<file path="src/rtl/sprite_pkg.sv">
// Shared types and constants for the sprite line scheduler.
//
// Contents:
//   SPR_W, SPR_H, V_TOTAL  sprite footprint and frame height
//   obj_t                  one object table entry
//   slot_t                 one per-line render slot
//   sched_state_t          scan FSM states
//   in_span()              column/row offset range test
//
// Optional feature: define SPRITE_SCHED_HFLIP_EN to add a per-entry and
// per-slot horizontal mirror bit.

package sprite_pkg;

    localparam int unsigned SPR_W   = 16;
    localparam int unsigned SPR_H   = 16;
    localparam int unsigned V_TOTAL = 525;

    typedef struct packed {
        logic [9:0] x;
        logic [9:0] y;
        logic       kind;   // 0 = platform, 1 = player
        logic       valid;
`ifdef SPRITE_SCHED_HFLIP_EN
        logic       flip;
`endif
    } obj_t;

    typedef struct packed {
        logic [9:0] x;
        logic [3:0] dy;
        logic       kind;
`ifdef SPRITE_SCHED_HFLIP_EN
        logic       flip;
`endif
    } slot_t;

    typedef enum logic [1:0] {IDLE, SCAN, SWAP} sched_state_t;

    // True when a 10-bit unsigned offset lies inside a sprite of the given span.
    function automatic logic in_span(input logic [9:0] diff, input int unsigned span);
        return diff < 10'(span);
    endfunction

endpackage

</file>
<file path="src/rtl/sprite_slot_match.sv">
// Combinational hit test for one active line slot.
//
// Ports:
//   pos_i  current pixel column (DrawX)
//   org_i  slot left column
//   en_i   slot holds an object for this line
//   hit_o  pixel lies within the slot's 16 columns
//   off_o  column offset into the sprite (valid when hit_o)

module sprite_slot_match
    import sprite_pkg::*;
(
    input  logic [9:0] pos_i,
    input  logic [9:0] org_i,
    input  logic       en_i,
    output logic       hit_o,
    output logic [3:0] off_o
);

    logic [9:0] diff;

    // Modulo-1024 difference: columns left of the slot wrap to large values.
    assign diff  = pos_i - org_i;
    assign hit_o = en_i && in_span(diff, SPR_W);
    assign off_o = diff[3:0];

endmodule

</file>
<file path="src/rtl/sprite_line_scheduler.sv">
// Per-scanline sprite scheduler. During hblank it scans the object table
// (one entry per cycle) and loads up to MAX_SLOTS objects touching the next
// line into shadow slots, then swaps them into the active slots. During
// active video it picks the lowest-numbered active slot covering DrawX and
// drives the sprite ROM coordinates, one cycle after DrawX.
//
// Ports:
//   Clk, Reset_n                clock, asynchronous active-low reset
//   obj_we/obj_idx/obj_*        object table write port
//   line_start                  hblank pulse; DrawY holds the finished line
//   DrawX, DrawY                current pixel
//   rom_x, rom_y, rom_sel, hit  registered ROM coordinates and select
//   overflow                    sticky: some line had too many candidates
//   busy                        scan or swap in progress
//
// Optional feature: SPRITE_SCHED_HFLIP_EN adds horizontal mirroring.

module sprite_line_scheduler
    import sprite_pkg::*;
#(
    parameter int unsigned NUM_OBJ   = 16,
    parameter int unsigned MAX_SLOTS = 4,
    parameter int unsigned V_TOTAL   = 525
) (
    input  logic                       Clk,
    input  logic                       Reset_n,
    input  logic                       obj_we,
    input  logic [$clog2(NUM_OBJ)-1:0] obj_idx,
    input  logic [9:0]                 obj_x,
    input  logic [9:0]                 obj_y,
    input  logic                       obj_type,
    input  logic                       obj_valid,
    input  logic                       obj_flip,
    input  logic                       line_start,
    input  logic [9:0]                 DrawX,
    input  logic [9:0]                 DrawY,
    output logic [9:0]                 rom_x,
    output logic [9:0]                 rom_y,
    output logic                       rom_sel,
    output logic                       hit,
    output logic                       overflow,
    output logic                       busy
);

    localparam int unsigned IW  = $clog2(NUM_OBJ);
    localparam int unsigned CW  = $clog2(NUM_OBJ + 1);
    localparam int unsigned SW  = (MAX_SLOTS > 1) ? $clog2(MAX_SLOTS) : 1;
    localparam int unsigned SCW = $clog2(MAX_SLOTS + 1);

    // ------------------------------------------------------------------
    // Object table
    // ------------------------------------------------------------------
    obj_t tbl_q [NUM_OBJ];
    obj_t wr_obj;

    always_comb begin
        wr_obj       = '0;
        wr_obj.x     = obj_x;
        wr_obj.y     = obj_y;
        wr_obj.kind  = obj_type;
        wr_obj.valid = obj_valid;
`ifdef SPRITE_SCHED_HFLIP_EN
        wr_obj.flip  = obj_flip;
`endif
    end

`ifndef SPRITE_SCHED_HFLIP_EN
    logic unused_flip;
    assign unused_flip = obj_flip;
`endif

    always_ff @(posedge Clk or negedge Reset_n) begin
        if (!Reset_n) begin
            for (int i = 0; i < NUM_OBJ; i++) tbl_q[i] <= '0;
        end else if (obj_we) begin
            tbl_q[obj_idx] <= wr_obj;
        end
    end

    // ------------------------------------------------------------------
    // Scan FSM
    // ------------------------------------------------------------------
    sched_state_t state_q, state_d;

    logic [CW-1:0]  idx_q, idx_d;
    logic [9:0]     tgt_q, tgt_d;
    obj_t           ent_q, ent_d;       // entry fetched last cycle
    logic           ent_vld_q, ent_vld_d;
    slot_t          sh_slot_q [MAX_SLOTS];
    slot_t          sh_slot_d [MAX_SLOTS];
    slot_t          act_slot_q [MAX_SLOTS];
    slot_t          act_slot_d [MAX_SLOTS];
    logic [SCW-1:0] sh_cnt_q, sh_cnt_d;
    logic [SCW-1:0] act_cnt_q, act_cnt_d;
    logic           ovf_q, ovf_d;

    logic [9:0] scan_diff;
    logic       cand;
    slot_t      new_slot;

    // Rows above the object (tgt < y) are rejected rather than wrapped.
    assign scan_diff = tgt_q - ent_q.y;
    assign cand      = ent_vld_q && ent_q.valid && (tgt_q >= ent_q.y) &&
                       in_span(scan_diff, SPR_H);

    always_comb begin
        new_slot      = '0;
        new_slot.x    = ent_q.x;
        new_slot.dy   = scan_diff[3:0];
        new_slot.kind = ent_q.kind;
`ifdef SPRITE_SCHED_HFLIP_EN
        new_slot.flip = ent_q.flip;
`endif
    end

    // State register
    always_ff @(posedge Clk or negedge Reset_n) begin
        if (!Reset_n) state_q <= IDLE;
        else          state_q <= state_d;
    end

    // Next state
    always_comb begin
        state_d = state_q;
        if (line_start) begin
            state_d = SCAN;
        end else begin
            unique case (state_q)
                IDLE: state_d = IDLE;
                SCAN: if (idx_q == CW'(NUM_OBJ)) state_d = SWAP;
                SWAP: state_d = IDLE;
                default: state_d = IDLE;
            endcase
        end
    end

    // FSM outputs
    always_comb begin
        busy = (state_q != IDLE);
    end

    // Scan datapath. The table read is pipelined one cycle: idx_q fetches an
    // entry, and the entry is classified the following cycle (ent_q), so the
    // scan spends NUM_OBJ+1 cycles in SCAN.
    always_comb begin
        idx_d      = idx_q;
        tgt_d      = tgt_q;
        ent_d      = tbl_q[idx_q[IW-1:0]];
        ent_vld_d  = 1'b0;
        sh_slot_d  = sh_slot_q;
        sh_cnt_d   = sh_cnt_q;
        act_slot_d = act_slot_q;
        act_cnt_d  = act_cnt_q;
        ovf_d      = ovf_q;

        if (line_start) begin
            // Starts a fresh scan, also aborting one in flight.
            tgt_d    = (DrawY == 10'(V_TOTAL - 1)) ? 10'd0 : DrawY + 10'd1;
            idx_d    = '0;
            sh_cnt_d = '0;
        end else begin
            unique case (state_q)
                SCAN: begin
                    ent_vld_d = (idx_q < CW'(NUM_OBJ));
                    idx_d     = idx_q + CW'(1);
                    if (cand) begin
                        if (sh_cnt_q < SCW'(MAX_SLOTS)) begin
                            sh_slot_d[SW'(sh_cnt_q)] = new_slot;
                            sh_cnt_d                 = sh_cnt_q + SCW'(1);
                        end else begin
                            ovf_d = 1'b1;
                        end
                    end
                end
                SWAP: begin
                    act_slot_d = sh_slot_q;
                    act_cnt_d  = sh_cnt_q;
                end
                default: ;
            endcase
        end
    end

    always_ff @(posedge Clk or negedge Reset_n) begin
        if (!Reset_n) begin
            idx_q     <= '0;
            tgt_q     <= '0;
            ent_q     <= '0;
            ent_vld_q <= 1'b0;
            sh_cnt_q  <= '0;
            act_cnt_q <= '0;
            ovf_q     <= 1'b0;
            for (int k = 0; k < MAX_SLOTS; k++) begin
                sh_slot_q[k]  <= '0;
                act_slot_q[k] <= '0;
            end
        end else begin
            idx_q      <= idx_d;
            tgt_q      <= tgt_d;
            ent_q      <= ent_d;
            ent_vld_q  <= ent_vld_d;
            sh_cnt_q   <= sh_cnt_d;
            act_cnt_q  <= act_cnt_d;
            ovf_q      <= ovf_d;
            sh_slot_q  <= sh_slot_d;
            act_slot_q <= act_slot_d;
        end
    end

    assign overflow = ovf_q;

    // ------------------------------------------------------------------
    // Pixel path
    // ------------------------------------------------------------------
    logic [MAX_SLOTS-1:0] slot_en;
    logic [MAX_SLOTS-1:0] slot_hit;
    logic [3:0]           slot_off [MAX_SLOTS];

    always_comb begin
        slot_en = '0;
        for (int k = 0; k < MAX_SLOTS; k++) slot_en[k] = (SCW'(k) < act_cnt_q);
    end

    for (genvar g = 0; g < MAX_SLOTS; g++) begin : g_match
        sprite_slot_match u_match (
            .pos_i (DrawX),
            .org_i (act_slot_q[g].x),
            .en_i  (slot_en[g]),
            .hit_o (slot_hit[g]),
            .off_o (slot_off[g])
        );
    end

    logic       pix_hit;
    logic [9:0] pix_x, pix_y;
    logic       pix_sel;

    // Walk from the highest slot down so the lowest hitting slot wins.
    always_comb begin
        pix_hit = 1'b0;
        pix_x   = '0;
        pix_y   = '0;
        pix_sel = 1'b0;
        for (int k = MAX_SLOTS - 1; k >= 0; k--) begin
            if (slot_hit[k]) begin
                pix_hit = 1'b1;
                pix_y   = {6'd0, act_slot_q[k].dy};
                pix_sel = act_slot_q[k].kind;
`ifdef SPRITE_SCHED_HFLIP_EN
                pix_x   = act_slot_q[k].flip ? {6'd0, 4'hF - slot_off[k]}
                                             : {6'd0, slot_off[k]};
`else
                pix_x   = {6'd0, slot_off[k]};
`endif
            end
        end
    end

    always_ff @(posedge Clk or negedge Reset_n) begin
        if (!Reset_n) begin
            hit     <= 1'b0;
            rom_x   <= '0;
            rom_y   <= '0;
            rom_sel <= 1'b0;
        end else begin
            hit     <= pix_hit;
            rom_x   <= pix_x;
            rom_y   <= pix_y;
            rom_sel <= pix_sel;
        end
    end

endmodule

</file>
<file path="config.mk">
export PLATFORM = sky130hd
export DESIGN_NAME = sprite_line_scheduler
export DESIGN_NICKNAME = d
export VERILOG_FILES = /design/src/rtl/sprite_pkg.sv /design/src/rtl/sprite_slot_match.sv /design/src/rtl/sprite_line_scheduler.sv
export SDC_FILE = /design/constraint.sdc
export NUM_CORES = 1
export LEC_CHECK = 0
export BUFFER_PORTS_ARGS = -buffer_cell sky130_fd_sc_hd__buf_2
export CORE_ASPECT_RATIO = 1.75
export CORE_UTILIZATION = 55
export DETAILED_ROUTE_END_ITERATION = 7
export HOLD_SLACK_MARGIN = 0.08
export PLACE_DENSITY = 0.72
export SLEW_MARGIN = 0
export SYNTH_ARGS = -nofsm -noshare
export SYNTH_HDL_FRONTEND = slang
export SYNTH_SLANG_ARGS = --single-unit
</file>
<file path="constraint.sdc">
create_clock -name Clk -period 3.7 [get_ports Clk]
set_clock_uncertainty 0.1 [all_clocks]
set_input_delay 0.555 -clock Clk [delete_from_list [all_inputs] [get_ports Clk]]
set_output_delay 0.555 -clock Clk [all_outputs]
set_load 0.005 [all_outputs]
</file>
# Yosys cells after proc, flatten, opt, wreduce, memory -nomap -nowiden
# Cells that the tools add are included.
# totals
wordCells	192
output_inout_bits	24
register_bits	541
inputBits	51
# op_classes
n_lt_le_gt_ge	17
n_bitwise	5
reduce_logical	17
mux	37
add_sub_neg	8
n_eq_ne	5
# op_table
cell	n
$bwmux 352	1
$bmux 22 s4	1
$demux 22 s4	1
$mux 10	7
$mux 22	3
$bwmux 60	1
$lt 10x5->1 const B	5
$sub 10x10->10	5
$demux 15 s2	1
$mux 15	1
$mux 3	4
$add 10x1->10 const B	1
$eq 10x10->1 const B	1
$ge 10x10->1	1
$ge 5x5->1 const B	2
$mux 1	10
$mux 5	2
$not 4->5	2
$logic_and 1x1->1	9
$mux 4	2
$reduce_and 4->1	2
$reduce_bool 2->1	4
$lt 1x3->1 const A	2
$lt 2x3->1 const A	2
16 further kinds	19

# Longest topological paths before layout
# logic_depth
word_depth	7
ltp_mapped	13
mapped_depth_nobuf	11

# Modules after synthesis
# From an unflattened synthesis, not the netlist that was laid out.
# unflattened
hier_cells	1755
hier_area_um2	25204.2
# modules_own_cells
module	seq_area_each_um2	n_inst	cells_each	area_per_inst_um2
sprite_line_scheduler	13237.7	1	1483	23167.2
sprite_slot_match	0.0	4	68	509.2

# Least setup slack after synthesis
# Ideal clock, no wire load.
# synth_timing
kind	input-to-reg
from	input port DrawX[0]
to	register rom_x[2]
required_time_ns	3.474
slack_ns	0.483
stages	12
arrival_time_ns	2.991
cell_sequence	inv_1 ha_1 fa_1 nand2b_1 a21boi_1 o221ai_1 nor2b_1 a2111oi_0 nand4_1 buf_4 mux2_2 a221o_1
# synth_between
elab_chain_cells	7
elab_cells_between_ends	16
# synth_lines
item	line_no	rtl
start: declaration	sprite_line_scheduler.sv:35	input logic [9:0] DrawX,
$sub 10x10->10	sprite_slot_match.sv:23	assign diff = pos_i - org_i;
$lt 10x5->1	sprite_pkg.sv:42	return diff < 10'(span);
$logic_and 1x1->1	sprite_slot_match.sv:24	assign hit_o = en_i && in_span(diff, SPR_W);
$mux 4	sprite_line_scheduler.sv:245	if (slot_hit[k]) begin
$mux 10 (2 in series)	sprite_line_scheduler.sv:245	
$mux 10 (*)	sprite_line_scheduler.sv:245	
via pix_x[2]	sprite_line_scheduler.sv:235	logic [9:0] pix_x, pix_y;
end signal: assignment	sprite_line_scheduler.sv:267	rom_x <= pix_x;
end: declaration	sprite_line_scheduler.sv:37	output logic [9:0] rom_x,
# Mark *: on every way through the listed nets, which the timed path passes. The rest lies on a longest branch.
# A chain may end at the register's enable or synchronous reset.

# Worst setup path after layout
# layout_timing
from	register act_slot_q[20] (netlist name)
to	register rom_x[1]
# layout_between
elab_chain_cells	6
# layout_lines
item	line_no	rtl
start: declaration	sprite_line_scheduler.sv:91	slot_t act_slot_q [MAX_SLOTS];
start signal: assignment	sprite_line_scheduler.sv:206	act_slot_q <= act_slot_d;
$sub 10x10->10 (*)	sprite_slot_match.sv:23	
$lt 10x5->1	sprite_pkg.sv:42	
$logic_and 1x1->1	sprite_slot_match.sv:24	
$mux 10 (*) (3 in series)	sprite_line_scheduler.sv:245	
via pix_x[1]	sprite_line_scheduler.sv:235	
# Marked as above.

==> reports/results.ini <==
[clock_network]
path_clk_slew_ns=0.07
cts_made_buffers=47
clk_sink_count=529
cts.path.max_buffers=3
clockRootBuffer=sky130_fd_sc_hd__clkbuf_16
cts_tree=yes
ctsHtreeMaxLevel=2
clkLatencyLatePin_ns=0.57
cts.repair.resized=0

[setup_path]
ordered_cell_list_for_the_critical_path=ha_1 -> fa_1 -> nand2b_1 -> a21boi_1 -> o221ai_1 -> nor2b_1 -> a2111oi_0 -> nand4_1 -> buf_4 -> mux2_2 -> a222oi_1
critical_path.reg2reg.startpoint=act_slot_q[20]$_DFFE_PN0P_
max_stage_delay_ns=0.49
worst_setup_path_start_kind=flop
worst_r2r_endpoint=rom_x[1]$_DFF_PN0_
end_kind=flop
critical_path_peak_fanout=10
cp.arrival_ns=3.81
critPathBufInv=1
reg2regPathDepth=11
crit_type=reg2reg
timing.critical_path.required_ns=4.05
cpLargestDelayFamily=compound AO/OA/AOI/OAI gates
reg2reg_setup_slack_ns=0.23
critical_path.slowest_cell=sky130_fd_sc_hd__a2111oi_0

[hold_path]
hold_path.startpoint=DrawY[0]
hold_depth=2
type_of_the_worst_min_delay_path=in2reg
worst_hold_path.endpoint=tgt_q[0]$_DFFE_PN0P_

[timing]
slew-limit-headroom_pct=42.52
timing.final.crit_share_pct=93.65
fin_setup_tns_ns=0
timing.final.setup_violations=0
measured_slew_at_the_worst_slew_check_pin_ns=0.8561
timing.final.crit_period_ns=3.465
rsz0062_at_grt=false
maxClockFrequency_mhz=288.6
slew_viol_final=0
hold_viol_final=0

[final_layout]
syn_to_layout_area_delta_pct=10.99
layout-drive-gt1-share_pct=41.46
finalNonFillerCells=2414
finish.net_count=1910
most_common_library_cell_in_the_layout_ignoring_fill_and_taps=sky130_fd_sc_hd__dfrtp_1
layout_common_cells=526 x sky130_fd_sc_hd__dfrtp_1, 427 x sky130_fd_sc_hd__mux2_2, 110 x sky130_fd_sc_hd__mux4_2, 88 x sky130_fd_sc_hd__inv_1, 60 x sky130_fd_sc_hd__buf_2

[route]
drt.antenna.violating_nets=0
detail_route.drc_violations=0
wirelength_um=56510
post_drt_wl_per_cell_um=23.41
detail_route.first_pass.iterations=6
dr.first_iter.drc_count=818
detail_route.vias_per_cell=6.005
routed-via-count=14500

[place]
placed_cells_incl_taps=2322
weighted_congestion_at_the_end_of_routability_driven_global_placement=0.8968
buffer_ports.inserted=61
hpwl_um=37600

[floorplan]
std_cell_rows=102
initial_core_util_pct=55.96
floorplan.io_pins=75
die_h_um=283.2
fp.dieArea_um2=46070
core_um2=44410
dieWidth_um=162.7

[logic_synthesis]
synth_cells=1746
synth_warnings=0
mappedNetlistArea_um2=24850
seq_area_frac_synth_pct=53.26
synth-edff-count=0
synth_ff_type=sky130_fd_sc_hd__dfrtp_1
synth-seq-cells=529
post_synth.cell_area_avg_um2=14.23
async_reset_ff_share_pct=100.0
yosys.cell_types.count=72

[grt]
gr-total-overflow=0
vias_in_the_first_global_route=15650
grt_first_pass_wirelength_um=89850
antenna_found_initial=6
grt_max_degree=102
globalRouteTotalUtil_pct=25.78

[pwr]
leakage_nw=12.33
max-vdd-ir-drop_uv=365.0
powerDensity_nw_per_um2=542.8

[status]
outcome=complete, no violations

[flow_run]
max_cap_viol_count=0

==> worst max-delay path by stage <==
| stage | start | end | slack, ns | depth (start not counted) |
|---|---|---|---|---|
| after CTS | act_slot_q[20]$_DFFE_PN0P_ | rom_x[1]$_DFF_PN0_ | 0.26 | 11 |
| after detailed placement | DrawX[0] | rom_x[1]$_DFF_PN0_ | -0.12 | 13 |
| after global routing | act_slot_q[20]$_DFFE_PN0P_ | rom_x[1]$_DFF_PN0_ | 0.07 | 11 |
| final | act_slot_q[20]$_DFFE_PN0P_ | rom_x[1]$_DFF_PN0_ | 0.23 | 11 |
| after floorplan | DrawX[0] | rom_x[2]$_DFF_PN0_ | 0.48 | 12 |
| after global placement | DrawX[0] | rom_x[0]$_DFF_PN0_ | -0.11 | 13 |
==> power by group <==
group	internal, mW	switching (mW)	total, mW
combinational	1.48	1.06	2.54
sequential	6.80	0.604	7.40
clock	2.90	2.13	5.03
total	11.2	3.80	15.0
==> per-layer routing <==
metal,part of all wire (%),global-route usage (%),vias to the layer above
met3,2.8,2.986,108
li1,-,-,6421
met5,0.073,0,-
met1,38,30.52,7691
met4,3.6,10.02,6
met2,55,47.10,269
==> cells by family after synthesis <==
| group | after synthesis | share of synthesized area [%] |
|---|---|---|
| mux | 560 | 30.38 |
| simple gates | 199 | 4.350 |
| other cells | 1 | 0.01509 |
| compound gates | 160 | 4.269 |
| flops | 529 | 53.26 |
| buf+inv | 206 | 3.469 |
| fa+ha+maj | 59 | 3.121 |
| xor+xnor | 32 | 1.128 |
==> worst register-to-register path: stages (launching register included) <==
cell and delay [ns]:
sky130_fd_sc_hd__dfrtp_1 0.38, sky130_fd_sc_hd__ha_1 0.22, sky130_fd_sc_hd__fa_1 0.46, sky130_fd_sc_hd__nand2b_1 0.21, sky130_fd_sc_hd__a21boi_1 0.21, sky130_fd_sc_hd__o221ai_1 0.14, sky130_fd_sc_hd__nor2b_1 0.15, sky130_fd_sc_hd__a2111oi_0 0.49
sky130_fd_sc_hd__nand4_1 0.15, sky130_fd_sc_hd__buf_4 0.22, sky130_fd_sc_hd__mux2_2 0.29, sky130_fd_sc_hd__a222oi_1 0.34
==> through the flow <==
stage | utilization (%) | hold slack (ns) | total power [mW] | cell area, um2 | setup WS [ns]
finish | 62.11 | 0.1620 | 14.97 | 27580 | 0.2348
global placement | 58.45 | 0.3587 | 9.853 | 25960 | -0.1070
floorplan | - | 0.1594 | 9.163 | 24890 | 0.4827
global route | 62.09 | 0.1661 | 15.64 | 27580 | 0.06702
detailed placement | 58.45 | 0.3646 | 10.06 | 25960 | -0.1205
CTS | 62.08 | 0.1300 | 15.10 | 27570 | 0.2557
==> area by class of cell <==
| cell class | count | area [um2] |
|---|---|---|
| tap | 572 | 715.7 |
| timing repair buffer | 112 | 838.3 |
| clock inverter | 16 | 205.2 |
| sequential | 529 | 13250 |
| multi-input combinational | 1022 | 10840 |
| antenna | 4 | 10.01 |
| clock buffer | 71 | 1398 |
| inverter | 88 | 330.3 |
| fill | 3340 | 16830 |
==> cell usage after synthesis, drive strengths merged, types with 5 or more instances <==
cell type,count,share of area (%)
buf,44,1.0
a221oi,7,0.25
nor3,14,0.30
mux2i,16,0.64
nor2b,17,0.49
dfrtp,529,53
xor2,14,0.49
o21a,9,0.27
nor4,9,0.47
xnor2,18,0.63
a31oi,5,0.13
nand3,12,0.24
a21oi,24,0.54
nor2,46,0.69
mux4,110,10
nand2b,12,0.30
or3,8,0.20
o22ai,11,0.28
o21ai,59,1.2
ha,54,2.7
nor3b,9,0.29
fa,5,0.40
clkbuf,74,1.1
inv,88,1.3
mux2,434,20
nand4,6,0.15
nand2,52,0.79
==> registers in the layout (all words and copies together), names as in the netlist <==
signal and cells:
tbl_q 352, act_slot_q 60, sh_slot_q 60, ent_q 22, tgt_q 10, idx_q 5, rom_x 4, rom_y 4
act_cnt_q 3, sh_cnt_q 3, state_q 2, ent_vld_q 1, hit 1, overflow 1, rom_sel 1
==> repair_timing <==
| action | CTS | global route |
|---|---|---|
| hold buffers | 1 | 0 |
| setup buffers | 0 | 0 |
| endpoints found under the hold margin | 79 | 0 |
| setup endpoints to repair | 0 | 0 |
Note: power is estimated with default switching activity, not from simulation.
